### src/rtl/uart_tx_ctrl.sv
// UART transmit sequencer: loads the PISO on accept, shifts it once per data bit, and frames txd.
// The accept edge drives txd low on the next cycle. Requests while busy are dropped. All outputs are registered.
module uart_tx_ctrl #(
    parameter int CLKS_PER_BIT = 16,
    parameter int DATA_BITS    = 8,
    parameter int PARITY_EN    = 0,
    parameter int PARITY_ODD   = 0,
    parameter int STOP_BITS    = 1
) (
    input  logic                 clk,
    input  logic                 reset,
    input  logic                 tx_start,
    input  logic [DATA_BITS-1:0] tx_data,
    output logic                 tx_busy,
    output logic                 tx_done,
    output logic [DATA_BITS-1:0] piso_data,
    output logic                 piso_load,
    output logic                 piso_shift,
    input  logic                 piso_serial,
    output logic                 txd
);
    typedef enum logic [2:0] {IDLE, START, DATA, PARITY, STOP} state_t;

    localparam logic [15:0] BAUD_MAX  = 16'(CLKS_PER_BIT - 1);
    localparam logic [2:0]  DATA_LAST = 3'(DATA_BITS - 1);
    localparam logic [2:0]  STOP_LAST = 3'(STOP_BITS - 1);
    localparam logic        ODD       = (PARITY_ODD != 0);

    if (CLKS_PER_BIT < 2 || CLKS_PER_BIT > 65535 || DATA_BITS < 5 || DATA_BITS > 8 ||
        PARITY_EN < 0 || PARITY_EN > 1 || PARITY_ODD < 0 || PARITY_ODD > 1 ||
        STOP_BITS < 1 || STOP_BITS > 2) begin : g_bad_params
        $error("uart_tx_ctrl: parameter out of legal range");
    end

    state_t      state, state_nxt;
    logic [15:0] baud;
    logic [2:0]  bit_cnt;
    logic        parity_bit;
    logic        baud_wrap, accept;
    logic        txd_nxt, load_nxt, shift_nxt, done_nxt;

    assign baud_wrap = (baud == BAUD_MAX);
    assign accept    = (state == IDLE) && tx_start;

    always_ff @(posedge clk or posedge reset) begin
        if (reset) begin
            state      <= IDLE;
            baud       <= '0;
            bit_cnt    <= '0;
            parity_bit <= 1'b0;
            piso_data  <= '0;
            txd        <= 1'b1;
            tx_busy    <= 1'b0;
            tx_done    <= 1'b0;
            piso_load  <= 1'b0;
            piso_shift <= 1'b0;
        end else begin
            state <= state_nxt;
            baud  <= (state == IDLE || baud_wrap) ? '0 : baud + 16'd1;
            if (state_nxt != state)
                bit_cnt <= '0;
            else if (baud_wrap)
                bit_cnt <= bit_cnt + 3'd1;
            if (accept) begin
                piso_data  <= tx_data;
                parity_bit <= (^tx_data) ^ ODD;
            end
            txd        <= txd_nxt;
            tx_busy    <= (state_nxt != IDLE);
            tx_done    <= done_nxt;
            piso_load  <= load_nxt;
            piso_shift <= shift_nxt;
        end
    end

    always_comb begin
        state_nxt = state;
        case (state)
            IDLE:   if (tx_start) state_nxt = START;
            START:  if (baud_wrap) state_nxt = DATA;
            DATA:   if (baud_wrap && bit_cnt == DATA_LAST)
                        state_nxt = (PARITY_EN != 0) ? PARITY : STOP;
            PARITY: if (baud_wrap) state_nxt = STOP;
            STOP:   if (baud_wrap && bit_cnt == STOP_LAST) state_nxt = IDLE;
            default: state_nxt = IDLE;
        endcase
    end

    // txd for each bit is registered at its entry edge; PISO is loaded well before START ends.
    always_comb begin
        txd_nxt   = txd;
        load_nxt  = 1'b0;
        shift_nxt = 1'b0;
        done_nxt  = 1'b0;
        case (state)
            IDLE: begin
                txd_nxt  = ~tx_start;
                load_nxt = tx_start;
            end
            START: if (baud_wrap) begin
                txd_nxt   = piso_serial;
                shift_nxt = 1'b1;
            end
            DATA: if (baud_wrap) begin
                if (bit_cnt == DATA_LAST) begin
                    txd_nxt = (PARITY_EN != 0) ? parity_bit : 1'b1;
                end else begin
                    txd_nxt   = piso_serial;
                    shift_nxt = 1'b1;
                end
            end
            PARITY: if (baud_wrap) txd_nxt = 1'b1;
            STOP: begin
                txd_nxt  = 1'b1;
                done_nxt = baud_wrap && (bit_cnt == STOP_LAST);
            end
            default: txd_nxt = 1'b1;
        endcase
    end
endmodule

### config.mk
export PLATFORM = sky130hd
export DESIGN_NAME = uart_tx_ctrl
export DESIGN_NICKNAME = d
export VERILOG_FILES = /design/src/rtl/uart_tx_ctrl.sv
export SDC_FILE = /design/constraint.sdc
export NUM_CORES = 1
export LEC_CHECK = 0
export ABC_AREA = 1
export CAP_MARGIN = 20
export CORE_MARGIN = 3
export CORE_UTILIZATION = 53
export DETAILED_ROUTE_END_ITERATION = 10
export PLACE_DENSITY = 0.78
export SYNTH_ARGS = -nofsm -noshare
export SYNTH_HDL_FRONTEND = slang
export SYNTH_SLANG_ARGS = --single-unit
export TNS_END_PERCENT = 1
### constraint.sdc
create_clock -name clk -period 1.87 [get_ports clk]
set_clock_uncertainty 0.05 [all_clocks]
set_input_delay 0.374 -clock clk [delete_from_list [all_inputs] [get_ports clk]]
set_output_delay 0.374 -clock clk [all_outputs]
set_load 0.005 [all_outputs]
==> results.cfg <==
[critical_path]
rrSetupSlack_ns = 0.22
worstSetupPathType = reg2out
crit_path_end_kind = output pin
start_kind = flip-flop
cp_max_fo = 2
r2r_cells = 8
worstReg2RegEnd = bit_cnt[0]
cp.arrival_ns = 1.23
crit_chain = clkdlybuf4s50_1
reg2reg_from = baud[0]
max_stage_delay_ns = 0.50
cp_data_required_time_ns = 1.45
cp_num_buf_inv = 1
critPathTopFamily = buffers and inverters
cp_slowest_cell = clkdlybuf4s50_1

[grt]
grt_remaining_overflow = 0
grt_max_degree = 17
track_usage_pct = 19.70
grt_pass1_wl_mm = 6.099
antenna_found_initial = 0
grt_pass1_vias = 1367

[floorplanning]
row_count = 20
start_util_pct = 57.54
die_y_um = 64.51
io_pins = 25
dieArea_um2 = 4161
coreArea_um2 = 3153
die_w_um = 64.51

[final_layout]
diodes = 0
multi_input_area_um2 = 830.8
final_cell_mix = nand2_1 (56), nor2_1 (39), dfrtp_1 (34), clkdlybuf4s50_1 (23), inv_1 (17)
fill_cells = 298
seq_area_um2 = 877.1
final_util_pct = 69.76
syn2layout_area_growth_pct = 21.24
fin_nets = 267
mostFrequentLayoutCell = nand2_1
drive_gt1_share_pct = 15.08

[job]
cap_violations = 0

[hold_path]
worstHoldPathType = in2async

[clock_network]
htreeDepth = 2
numClockSinks = 35
clkTransAtPathRegs_ns = 0.12
clockBufferDepth = 2
cts_buffers = 5
cts-root-buf = clkbuf_4
cts_tree = built
clkLatencyLatePin_ns = 0.35
cts_hold_buf = 0

[synthesis]
yosysSeqAreaShare_pct = 48.34
ys_types = 29
syn_area_um2 = 1814
syn_avg_cell_area_um2 = 8.284
postSynthCellCount = 219
ys_warn_count = 0
syn_nets = 235
yosys_register_bits = 35

[detailed_routing]
wl_mm = 3.408
drt-wirelength-per-cell_um = 11.51
antenna_left = 0
dr.pass1.iters = 4
drc_errors = 0
via_count = 1463
vias_per_cell = 4.943
drtIter0Drc = 65

[place]
gp_congestion = 0.8917
post-dp-hpwl_mm = 2.668
port_buffers = 24

[power_and_ir_drop]
cellLeakagePower_nw = 1.036
max-vdd-ir-drop_mv = 0.7296
p_per_area_nw_per_um2 = 634.3

[timing]
setup_viol = 0
fin_crit_ns = 1.659
finalMaxSlewViolations = 0
setup_tns_ns = 0
finalCritPeriodShare_pct = 88.69
rsz0062_at_grt = no
finalHoldViolCount = 0
tightest_slew_ns = 0.3211
max_freq_mhz = 602.9
maxSlewHeadroom_pct = 78.57

[run_status]
status = finished, final reports clean
worst max path at each step:
stage               cells past startpoint    startpoint            to
global route                            8       baud[0]    bit_cnt[0]
detailed placement                      8       baud[0]    bit_cnt[0]
global placement                        7       baud[0]       baud[6]
floorplan                               8       baud[0]    bit_cnt[0]
finish                                  1  piso_data[0]  piso_data[0]
CTS                                     1           txd           txd
repair_timing:
action                                  in CTS  in global routing
resized for setup                            0                  1
buffers inserted                             0                  0
endpoints found under the setup margin       0                  1
flip-flops by register name, summed over array words and instances (netlist names):
name / count
piso_shift: 1
baud: 16
bit_cnt: 3
piso_data: 8
txd: 1
tx_busy: 1
piso_load: 1
tx_done: 1
state: 3
cell type report:
cell class                 instances  share of cell area (%)
timing repair buffer              27                   12.06
tap                               44                   2.503
sequential                        35                   39.87
clock inverter                     3                   2.105
inverter                          22                   3.982
multi-input combinational        160                   37.77
clock buffer                       5                   1.706
report_power, final:
group	leakage (nW)	internal, mW	switching, mW
Sequential	0.457	0.767	0.00520
Clock	0.0418	0.285	0.267
Combinational	0.537	0.0431	0.0278
cells by family (layout without fill, tap and decap cells):
kind of cell	count (synthesis)	count (layout)	synth area share [%]
fa+ha+maj	4	4	2.759
flops	35	35	48.35
xor+xnor	10	10	4.828
simple gates	132	132	33.52
compound gates	14	14	4.690
buf+inv	24	57	5.862
synthesized netlist by cell type, drive strengths merged:
library cell  number  area, µm²
nand2             63      264.0
nor2              47      201.4
dfrtp             34      850.8
inv               21      78.82
nand3             12      77.58
xor2               8      70.07
a21oi              6      30.03
nor3               6      40.04
o21ai              5      32.53
ha                 4      50.05
buf                2      18.77
nand4              2      12.51
nor4               2      12.51
o21a               2      15.01
xnor2              2      17.52
clkinv             1      8.760
dfstp              1      26.28
o211ai             1      7.510
through the flow:
step	setup WS, ns	hold slack [ns]	power (mW)	std cells	instance area (µm²)
floorplan	0.4055	0.4154	0.8081	219	1814
CTS	0.04779	0.1948	1.417	296	2197
finish	0.2114	0.1988	1.395	296	2200
global route	0.02343	0.1996	1.468	296	2200
global placement	0.2993	0.4037	0.8591	288	2113
detailed placement	0.2448	0.4130	0.8605	288	2113
metal layers:
layer / wire, µm / global-route usage, % / part of all wire (%)
met3: 182 / 7.279 / 5.3
met4: 62 / 8.179 / 1.8
met5: 0 / 0 / 0
met1: 1651 / 26.19 / 48
met2: 1512 / 28.99 / 44
No activity file was read; power rests on OpenSTA's default activity.
